### src/rtl/count_sample_fifo.sv
// -----------------------------------------------------------------------------
// count_sample_fifo
//   First-word-fall-through FIFO that captures counter samples together with
//   their overflow flag and hands them to a back-pressuring consumer over a
//   valid/ready handshake. The counter cannot stall, so samples offered while
//   the FIFO is full are dropped and tallied in a saturating drop counter.
//
//   Optional build macro: COUNT_WRAP_TALLY_EN
//     When defined, adds wrap_cnt, an 8-bit modulo counter of accepted samples
//     whose overflow flag was set.
//
// Ports:
//   clk        in   clock, all logic on rising edge
//   reset      in   synchronous reset, active-low
//   in_valid   in   sample offered this cycle
//   in_data    in   counter sample [DATA_WIDTH]
//   in_ov      in   overflow flag accompanying the sample
//   in_ready   out  FIFO can accept (not full)
//   out_valid  out  head entry available
//   out_data   out  head entry data, 0 when empty
//   out_ov     out  head entry overflow flag, 0 when empty
//   out_ready  in   consumer accepts head this cycle
//   level      out  occupancy 0..DEPTH
//   drop_cnt   out  samples lost to a full FIFO, saturating
//   wrap_cnt   out  (COUNT_WRAP_TALLY_EN only) accepted samples with in_ov=1
// -----------------------------------------------------------------------------
module count_sample_fifo #(
  parameter int DATA_WIDTH = 8,
  parameter int DEPTH      = 4,
  parameter int DROP_WIDTH = 8
) (
  input  logic                    clk,
  input  logic                    reset,
  input  logic                    in_valid,
  input  logic [DATA_WIDTH-1:0]   in_data,
  input  logic                    in_ov,
  output logic                    in_ready,
  output logic                    out_valid,
  output logic [DATA_WIDTH-1:0]   out_data,
  output logic                    out_ov,
  input  logic                    out_ready,
  output logic [$clog2(DEPTH):0]  level,
  output logic [DROP_WIDTH-1:0]   drop_cnt
`ifdef COUNT_WRAP_TALLY_EN
  ,
  output logic [7:0]              wrap_cnt
`endif
);

  localparam int AW = $clog2(DEPTH);
  localparam int PW = AW + 1;
  localparam int EW = DATA_WIDTH + 1;

  localparam logic [PW-1:0]         PTR_ONE  = {{AW{1'b0}}, 1'b1};
  localparam logic [DROP_WIDTH-1:0] DROP_MAX = {DROP_WIDTH{1'b1}};
  localparam logic [DROP_WIDTH-1:0] DROP_ONE = {{(DROP_WIDTH-1){1'b0}}, 1'b1};

  logic [EW-1:0]         mem_r [DEPTH];
  logic [PW-1:0]         wr_ptr_r;
  logic [PW-1:0]         rd_ptr_r;
  logic [PW-1:0]         level_r;
  logic [DROP_WIDTH-1:0] drop_cnt_r;
  logic                  full_s;
  logic                  empty_s;
  logic                  push_s;
  logic                  pop_s;
  logic [EW-1:0]         head_s;

  // Occupancy status and handshake qualifiers, all from registered pointers.
  always_comb begin
    // Extra pointer MSB distinguishes full from empty when the low bits match.
    full_s  = (wr_ptr_r[AW-1:0] == rd_ptr_r[AW-1:0]) && (wr_ptr_r[AW] != rd_ptr_r[AW]);
    empty_s = (wr_ptr_r == rd_ptr_r);
    push_s  = in_valid && !full_s;
    pop_s   = out_ready && !empty_s;
  end

  // Pointer, occupancy and drop-counter state.
  always_ff @(posedge clk) begin
    if (!reset) begin
      wr_ptr_r   <= {PW{1'b0}};
      rd_ptr_r   <= {PW{1'b0}};
      level_r    <= {PW{1'b0}};
      drop_cnt_r <= {DROP_WIDTH{1'b0}};
    end else begin
      if (push_s) begin
        wr_ptr_r <= wr_ptr_r + PTR_ONE;
      end
      if (pop_s) begin
        rd_ptr_r <= rd_ptr_r + PTR_ONE;
      end
      case ({push_s, pop_s})
        2'b10:   level_r <= level_r + PTR_ONE;
        2'b01:   level_r <= level_r - PTR_ONE;
        default: level_r <= level_r;
      endcase
      // A pop in the same cycle does not rescue a sample offered while full.
      if (in_valid && full_s && (drop_cnt_r != DROP_MAX)) begin
        drop_cnt_r <= drop_cnt_r + DROP_ONE;
      end
    end
  end

  // Sample storage; deliberately not reset, contents are qualified by pointers.
  always_ff @(posedge clk) begin
    if (reset && push_s) begin
      mem_r[wr_ptr_r[AW-1:0]] <= {in_ov, in_data};
    end
  end

  // Head-of-queue read path, zeroed when nothing is held.
  always_comb begin
    head_s = mem_r[rd_ptr_r[AW-1:0]];
    if (empty_s) begin
      out_data = {DATA_WIDTH{1'b0}};
      out_ov   = 1'b0;
    end else begin
      out_data = head_s[DATA_WIDTH-1:0];
      out_ov   = head_s[DATA_WIDTH];
    end
  end

  // Status outputs come straight from registered state.
  always_comb begin
    in_ready  = !full_s;
    out_valid = !empty_s;
    level     = level_r;
    drop_cnt  = drop_cnt_r;
  end

`ifdef COUNT_WRAP_TALLY_EN
  logic [7:0] wrap_cnt_r;

  // Tally of accepted overflow-tagged samples; dropped samples are not counted.
  always_ff @(posedge clk) begin
    if (!reset) begin
      wrap_cnt_r <= 8'd0;
    end else if (push_s && in_ov) begin
      wrap_cnt_r <= wrap_cnt_r + 8'd1;
    end else begin
      wrap_cnt_r <= wrap_cnt_r;
    end
  end

  // Expose the tally.
  always_comb begin
    wrap_cnt = wrap_cnt_r;
  end
`endif

endmodule

### config.mk
export PLATFORM = sky130hd
export DESIGN_NAME = count_sample_fifo
export DESIGN_NICKNAME = d
export VERILOG_FILES = /design/src/rtl/count_sample_fifo.sv
export SDC_FILE = /design/constraint.sdc
export NUM_CORES = 1
export LEC_CHECK = 0
export CELL_PAD_IN_SITES_DETAIL_PLACEMENT = 1
export CELL_PAD_IN_SITES_GLOBAL_PLACEMENT = 1
export CORE_UTILIZATION = 44
export CTS_CLUSTER_SIZE = 12
export DETAILED_ROUTE_END_ITERATION = 12
export HOLD_SLACK_MARGIN = 0.1
export PLACE_DENSITY_LB_ADDON = 0.1
export SLEW_MARGIN = 20
export SYNTH_ARGS = -nofsm -noshare
export SYNTH_HDL_FRONTEND = slang
export SYNTH_SLANG_ARGS = --single-unit
export TNS_END_PERCENT = 30
### constraint.sdc
create_clock -name clk -period 3.4 [get_ports clk]
set_clock_uncertainty 0.1 [all_clocks]
set_input_delay 0.51 -clock clk [delete_from_list [all_inputs] [get_ports clk]]
set_output_delay 0.51 -clock clk [all_outputs]
set_load 0.1 [all_outputs]
Word level (Yosys, flattened, before mapping)
Memory sizes are Yosys's and may differ from the RTL's. A register that Yosys moved wholly into a read port is not among the register bits.
Index checks and enable logic that the tools add are counted.
{"block": "classes", "n_addsub": 5, "n_eq_ne": 6, "mux": 7, "n_reduce_logical": 9}
{"op": "$add 3x1->3 const B", "count": 3}
{"op": "$add 8x1->8 const B", "count": 1}
{"op": "$mux 8", "count": 1}
{"op": "$ne 8x8->1 const B", "count": 1}
{"op": "$logic_and 1x1->1", "count": 6}
{"op": "$pmux 3 s2", "count": 1}
{"op": "$mux 2", "count": 2}
{"op": "$eq 3x3->1", "count": 1}
{"op": "$mux 1", "count": 3}
{"op": "$sub 3x1->3 const B", "count": 1}
{"op": "$eq 2x1->1 const B", "count": 1}
{"op": "$eq 2x2->1", "count": 1}
{"op": "$eq 2x2->1 const B", "count": 1}
{"op": "$logic_not 1->1", "count": 2}
{"op": "$reduce_bool 2->1", "count": 1}
{"op": "$ne 1x1->1", "count": 1}
{"block": "totals", "regBits": 17, "mem_bits_rw": 36, "in_bits": 13, "output_inout_bits": 22, "elab_cells": 32, "n_memories": 1}
{"name": "mem_r", "depth": 4, "width": 9, "read_ports": 1, "rd_clocked_by_memory_dff": 1, "wr": 1, "line": "58", "rtl": "logic [EW-1:0] mem_r [DEPTH];"}

Depth between registers and ports, before layout
Gate-level depths: netlist of the first run.
{"block": "logic_depth", "ltp_word": 7, "depth_mapped": 8}

Worst setup path after synthesis of the first run
Ideal clock, no wire load.
{"block": "synth_timing", "path_type": "flip-flop to output port", "startpoint": "register wr_ptr_r[0]", "endpoint": "output out_data[0]", "t_arrival_ps": 2220, "setup_slack_ps": 570, "stages_incl_launch_ff": 4, "n_path_buf": 0, "cell_sequence": "dfxtp_1 -> xor2_1 -> nor3_1 -> nor2b_1"}
{"block": "synth_via", "elab_chain_len": 2}
{"item": "from (decl)", "line": "59", "rtl": "logic [PW-1:0] wr_ptr_r;"}
{"item": "from (signal assigned)", "line": "81", "rtl": "wr_ptr_r <= {PW{1'b0}};"}
{"item": "from (signal assigned)", "line": "87", "rtl": "wr_ptr_r <= wr_ptr_r + PTR_ONE;"}
{"item": "$eq 3x3->1", "line": "73", "rtl": "empty_s = (wr_ptr_r == rd_ptr_r);"}
{"item": "$mux 8", "line": "114", "rtl": "if (empty_s) begin"}
{"item": "to (decl)", "line": "39", "rtl": "output logic [DATA_WIDTH-1:0] out_data,"}
Every way passes these cells.

Worst setup path in the final report of the first run
{"block": "layout_timing", "startpoint": "register wr_ptr_r[1]", "endpoint": "register level_r[2], in the netlist level[2]"}
{"block": "layout_via", "elab_cells_between_ends": 11}
{"item": "$eq 3x3->1 *", "line": "73"}
{"item": "$logic_not 1->1 *", "line": "75", "rtl": "pop_s = out_ready && !empty_s;"}
{"item": "$logic_and 1x1->1 *", "line": "75"}
{"item": "via pop_s", "line": "66", "rtl": "logic pop_s;"}
{"item": "$eq 2x1->1 or $eq 2x2->1 (tied branches)", "line": "92", "rtl": "case ({push_s, pop_s})"}
{"item": "$pmux 3 s2 or $reduce_bool 2->1 (tied branches)"}
{"item": "to (signal assigned)", "line": "93", "rtl": "2'b10: level_r <= level_r + PTR_ONE;"}
{"item": "to (signal assigned)", "line": "94", "rtl": "2'b01: level_r <= level_r - PTR_ONE;"}
{"item": "to (signal assigned)", "line": "95", "rtl": "default: level_r <= level_r;"}
{"item": "to (decl)", "line": "61", "rtl": "logic [PW-1:0] level_r;"}
The timed path passes the listed nets; every way through them passes the cells marked *.
A chain may end at the register's enable or synchronous reset.

==> flow_results.org, run 1 <==
** CTS
- Post-cts hold buffer count :: 0
- TritonCTS clock tree :: yes
- The clock reaches the later pin of the worst-skew pair after 300 ps.
- Counting every sink on the clock net gives 55.
- Clock Tree Buf Depth :: 2
- After clock tree synthesis, the clock-pin slew on the worst setup and hold paths is 90 ps.
- Root buffer cell :: clkbuf_8
- CTS buffer count :: 5
- The H-tree was split into 2 levels.
- Post-cts gate resize count :: 0
- After clock tree synthesis, the setup repair step added 0 buffers.

** Layout
- Share of final-layout standard cells stronger than drive strength 1 :: 0.176
- Ant. Diodes :: 0
- Leading cell type in the layout, fill and taps excluded :: edfxtp_1
- Most frequent cells in the layout :: edfxtp_1 (36), dfxtp_1 (19), clkdlybuf4s50_1 (19), buf_4 (17), nor2_1 (10)
- After the last flow step, the layout net total stands at 230.
- Design Area, Final :: 2850 sq um
- Area grow syn2layout :: 20.4%
- Filler cell count :: 553

** Logic synthesis
- For this run, the number of Yosys warnings is 0.
- In the post-synthesis netlist, the biggest area contributors are edfxtp_1 (46%), dfxtp_1 (16%), mux4_2 (8.6%), ha_1 (3.7%), nor2b_1 (2.4%).
- Of the synthesized area, sequential elements account for 0.617.
- Syn Std Cell Area :: 2370 sq um
- After synthesis, the mean cell area works out to 13.9 sq um.
- Counting every net in the synthesized netlist gives 192.
- Synthesis handed over a netlist of 171 instances.
- The synthesized design spends more area on one cell type than any other, namely edfxtp_1.
- Post-synth cell types :: 35
- Fraction of post-synthesis cell area in the top cell type by area :: 0.456
- Synthesis inferred 55 register bits.

** Critical path
- In this design, the stage delay of the slowest critical-path cell is 570 ps.
- Kind of cell adding the most delay to the critical path :: compound AO/OA/AOI/OAI gates
- Start point of the critical path :: wr_ptr_r[1]
- Buffering stage count on the worst path with inverters included :: 1
- Worst Setup End Kind :: flop
- The signal on the critical path passes through xor2_1, o31ai_1, inv_1, ha_1, fa_1, xnor2_1, or3_1, a21oi_1.
- At the worst endpoint, the arrival time is 2880 ps.
- The setup path with the least slack is of type reg -> reg.
- Max stage delay cell, worst path :: o31ai_1
- STA classifies the critical path startpoint as a flop.
- Worst-path fanout max :: 6
- R2r startpoint :: wr_ptr_r[1]
- Required time at the worst-slack endpoint :: 3530 ps

** Routing
- DR iter-0 viols :: 62
- For this run, the detailed router's first-pass iteration total came to 4.
- Dividing the detail-routed via count by the number of cells gives 5.36.
- Routed via count :: 1,500
- Total routed wirelength :: 4770 um
- After detailed routing, the number of remaining DRC violations is 0.
- Number of routed nets with antenna violations :: 0
- WL/cell :: 17.0 um

** Floorplan
- After floorplanning, the core was divided into 26 placement rows.
- The die is 75.4 um wide.
- The core region is 5140 sq um.
- Measured along the y axis, the die boundary spans 75.4 um.
- I/O Pins :: 35
- Total die area :: 5680 sq um
- Initial core utilization :: 0.461

** Place
- HPWL reported at the end of detailed placement :: 3300 um
- Placer's final routability congestion estimate :: 0.855
- Count of buffers from port buffering :: 34
- After detailed placement, the total cell area comes to 2750 sq um.

** STA
- Time the worst path needs with I/O delays and setup :: 2750 ps
- Setup repair after global routing left no endpoint under its margin.
- Setup violations remaining at the end of the flow were counted as 0.
- Achievable Freq :: 364 MHz
- Across all hold checks on the routed design, the worst slack comes to 402 ps.
- Final TNS setup :: 0 ps
- Number of hold violations in the final report :: 0
- For the pin with the worst max-slew slack, the measured transition is 970 ps.
- Measured against its own limit, the worst slew margin works out to 0.351.
- In the finished design, the share of the clock period the worst path needs comes to 0.809.
- Total count of max-transition violations in the final report :: 0

** Global routing
- Largest net degree at the start of global routing :: 17
- Vias in the first global route :: 1,558
- In the global route stage, overall resource usage came out at 0.184.
- Initial antenna violation count :: 0
- The first global-routing pass estimated 7550 um of wire.
- Global-route congestion overflow total :: 0

** Worst hold path
- In this run the worst hold path is classified as reg -> reg.
- In this run the most critical hold path is launched from level[2].

** Power and ir drop
- IR analysis of the VDD net gives a maximum drop of 0.383 mV.
- For this design the static power due to leakage is 0.989 nW.
- Power per unit of standard cell area :: 691 nW/um^2

** Job
- Across the run, the number of max-cap violations was 0.

** Outcome
- The run finished with clean final reports.
==> power breakdown <==
group          switching (mW)  internal [mW]  total (mW)
Combinational           0.553          0.197       0.749
Clock                   0.200          0.221       0.420
Sequential             0.0535          0.749       0.802
Total                   0.806           1.17        1.97
==> cell type report <==
type | count | area [sq um] | area share
Inverter | 8 | 30.0 | 0.0105
Clock inverter | 1 | 30.0 | 0.0105
Sequential cell | 55 | 1460 | 0.512
Timing Repair Buffer | 36 | 318 | 0.111
Clock buffer | 7 | 76.3 | 0.0267
Tap cell | 70 | 87.6 | 0.0307
Multi-Input combinational cell | 103 | 851 | 0.298
==> logic make-up after synthesis <==
| group | after synthesis | synth area share |
|---|---|---|
| AO/OA/AOI/OAI | 20 | 0.0507 |
| buffers and inverters | 13 | 0.0243 |
| adder cells (fa/ha/maj) | 8 | 0.0454 |
| flip-flops | 55 | 0.617 |
| multiplexers | 12 | 0.0982 |
| XOR/XNOR | 11 | 0.0438 |
| AND/OR/NAND/NOR | 52 | 0.121 |
==> metal layers <==
metal / share of wire / vias up / GRT usage
li1: - / 712 / -
met1: 0.45 / 754 / 0.225
met2: 0.51 / 26 / 0.322
met3: 0.030 / 8 / 0.0370
met4: 0.014 / 0 / 0.0679
met5: 0 / - / 0
==> state kept, by name, indices dropped and copies added, names as in the netlist, named ones only <==
signal    cells
drop_cnt      8
level         3
mem_r        36
wr_ptr_r      3
rd_ptr_r      3
==> worst min-delay path, cell delays in order, from the launching register on <==
cell and delay, ps:
dfxtp_1 330, o21ai_0 70, a21oi_1 60
==> stage by stage <==
step | std cells | worst slack [ps] | utilization | power [mW]
after floorplan | 171 | 570 | - | 1.40
after global placement | 272 | 634 | 0.535 | 1.55
after detailed placement | 272 | 544 | 0.535 | 1.57
after CTS | 280 | 662 | 0.555 | 1.99
after global routing | 280 | 459 | 0.555 | 2.06
final | 280 | 650 | 0.555 | 1.97
==> worst paths after layout <==
kind | to | slack [ps] | cells past startpoint
min reg2reg | level[2] | 400 | 2
max | level[2] | 650 | 8
min | level[2] | 400 | 2
max reg2reg | level[2] | 650 | 8
==> Yosys cell counts (all sizes together) <==
library cell / count
buf: 3
mux4: 9
o311ai: 1
a21oi: 9
nand3: 6
and3: 3
a211oi: 1
and4: 2
o21ai: 4
nand4: 2
o31ai: 4
nor2: 10
clkbuf: 2
mux2i: 3
inv: 8
o31a: 1
nor2b: 9
xor2: 6
dfxtp: 19
xnor2: 5
nor3: 3
nand2: 8
nor4: 2
fa: 1
or4: 2
or3: 4
edfxtp: 36
ha: 7
nand2b: 1
Power figures use the tool's default switching activity.
==> inputs of run 2 (changes only) <==
==> constraint.sdc (replaced) <==
create_clock -name clk -period 2.9 [get_ports clk]
set_clock_uncertainty 0.1 [all_clocks]
set_input_delay 0.435 -clock clk [delete_from_list [all_inputs] [get_ports clk]]
set_output_delay 0.435 -clock clk [all_outputs]
set_load 0.1 [all_outputs]
==> flow_results.org, run 2 (same netlist as run 1, synthesis figures left out) <==
** STA
- The final cycle utilization of the critical path is 0.918 (+0.109).
- The slew at the pin closest to its max-slew limit was 545 ps (-425 ps).
- Unrepaired setup endpoints after global routing :: false
- The shortest clock period the worst path allows after layout came to 2660 ps (-87.9 ps).
- Worst-case setup margin in the final layout :: 238 ps (-412 ps)
- The final number of max-transition violations was 0 (unchanged).
- Finish-stage setup viols :: 0 (unchanged)
- The final-report hold violation count was 0 (unchanged).
- Worst slew margin relative to its limit :: 0.635 (+0.284)
- The highest achievable clock rate came to 376 MHz (+3.3%).
- The total negative slack for setup checks came to 0 ps (unchanged).

** CTS
- The number of clock sinks was 55 (unchanged).
- Post-cts gate resize count :: 0 (unchanged)
- Buffer count from post-CTS setup fixing :: 0 (unchanged)
- TritonCTS built the clock tree.
- Latest clock arrival within the worst-skew pair :: 310 ps (about the same)
- In this run the clock root is driven by a clkbuf_8.
- The number of buffers inserted during clock tree synthesis was 5 (unchanged).
- Clock transition at the register clock pins on the worst setup and hold paths after CTS :: 100 ps (about the same)
- Post-cts hold buffer count :: 0 (unchanged)
- Clock Tree Buf Depth :: 2 (unchanged)
- The count of H-tree levels built during CTS was 2 (unchanged).

** Floorplan
- The core region area came to 5140 sq um (unchanged).
- Total number of placement rows :: 26 (unchanged)
- Initial core utilization :: 0.461 (unchanged)
- I/O Pins :: 35 (unchanged)
- The die area was 5680 sq um (unchanged).
- Die X-Extent :: 75.4 um (unchanged)
- Die Span Y :: 75.4 um (unchanged)

** Power and ir drop
- Leakage power :: 1.05 nW (+6.4%)
- The total power density per cell area came to 813 nW/um^2 (+18%).
- The total power consumption of the routed design came to 2.42 mW (+23%).
- Peak supply drop :: 0.519 mV (+35%)

** Place
- The setup slack at placement was 249 ps (-295 ps).
- Total cell area at the placement stage :: 2880 sq um (+4.7%)
- The total of buffers placed on input and output ports is 34 (unchanged).
- The post-DP HPWL is 3610 um (+9.3%).
- The global placement routability congestion is 0.875 (+2.3%).

** Critical path
- The signal on the critical path passes through xor2_1, o31ai_1, inv_1, ha_1, fa_1, xnor2_1, or3_1, a21oi_1.
- The startpoint identified for the worst register-to-register timing path is wr_ptr_r[0].
- Biggest cell delay along the critical path :: 480 ps (-90 ps)
- The data arrival time at the worst-slack endpoint is 2790 ps (-90 ps).
- The peak fanout along the critical path came to 6 (unchanged).
- Required time at the worst-slack endpoint :: 3030 ps (-500 ps)
- Max stage delay cell, worst path :: dfxtp_1
- Worst Setup End Kind :: flop
- Kind of cell adding the most delay to the critical path :: compound AO/OA/AOI/OAI gates
- The count of buffer and inverter cells on the critical path came to 1 (unchanged).
- The setup path with the least slack is of type reg -> reg.
- STA classifies the critical path startpoint as a flop.
- In this run the worst setup path begins at wr_ptr_r[0].

** Global routing
- First-pass GRT wire length :: 7860 um (+4.1%)
- The maximum number of pins on one net before global-route repair was 17 (unchanged).
- Initial antenna violation count :: 0 (unchanged)
- Vias in the first global route :: 1,567 (+0.58%)
- Global routing usage summed across all routing layers :: 0.195 (+0.0118)
- Global-route congestion overflow total :: 0 (unchanged)

** Layout
- Design Area, Final :: 2970 sq um (+4.2%)
- The total number of nets in the final design was 233 (+1.3%).
- The diode insertion count for antenna repair came to 0 (unchanged).
- Leading cell type in the layout, fill and taps excluded :: edfxtp_1
- Relative to the synthesized area, the layout overhead comes to 25.5%.
- In the layout the commonest cells are edfxtp_1 (36), dfxtp_1 (19), buf_4 (17), clkdlybuf4s50_1 (12).
- Share of final-layout standard cells stronger than drive strength 1 :: 0.230 (+0.0539)
- Max reg flops :: 36 (unchanged)

** Routing
- Routed via count :: 1,517 (+1.1%)
- The detailed-route wire length per cell came to 17.6 um (+3.6%).
- The number of design rule violations left after detail routing is 0 (unchanged).
- The total wire length after detailed routing was 4990 um (+4.7%).
- Detailed-router iteration count before antenna repair :: 4 (unchanged)
- Number of routed nets with antenna violations :: 0 (unchanged)
- Via density :: 5.36 (about the same)
- The detailed router's first-iteration violation count is 53 (-15%).

** Job
- The total of max-cap violations came to 0 (unchanged).

** Outcome
- The flow ran to the end, and the final reports show no timing, DRC or antenna violations.

** Worst hold path
- Worst Hold Class :: reg -> reg
- Startpoint of the tightest hold check path :: drop_cnt[1]
-- run 2: final cells by class --
type,instances,area (sq um)
Inverter,8,30.0
Sequential cell,55,1460
Multi-Input combinational cell,103,851
Fill cell,553,2170
Tap cell,70,87.6
Timing Repair Buffer,39,448
Clock inverter,1,8.76
Clock buffer,7,87.6
-- run 2: report_power, final --
part	switching (mW)	internal (mW)
Combinational	0.697	0.361
Sequential	0.0422	0.878
Clock	0.242	0.199
Total	0.981	1.44
-- run 2: path summary, 6_finish.rpt --
path                                     to  slack (ps)  cells after the start
worst max-delay path               level[2]         240                      8
worst min-delay path            drop_cnt[1]         420                      2
worst max register to register     level[2]         240                      8
worst min register to register  drop_cnt[1]         420                      2
-- run 2: worst reg2reg max path: stages (launching register included) --
cell,delay (ps)
dfxtp_1,480
xor2_1,180
o31ai_1,480
inv_1,90
ha_1,230
fa_1,390
xnor2_1,150
or3_1,310
a21oi_1,160
-- run 2: layer usage --
metal | vias up | GRT usage | wire length (um)
met1 | 760 | 0.220 | 2080
met5 | - | 0 | 0
met3 | 7 | 0.0397 | 167
li1 | 720 | - | -
met2 | 30 | 0.367 | 2670
met4 | 0 | 0.0679 | 71
-- run 2: metrics by stage --
stage                     hold WS [ps]  utilization  cells
after CTS                          417        0.579    283
after global routing               452        0.579    283
after global placement             377        0.560    275
after detailed placement           399        0.560    275
after floorplan                    415            -    171
final                              415        0.579    283
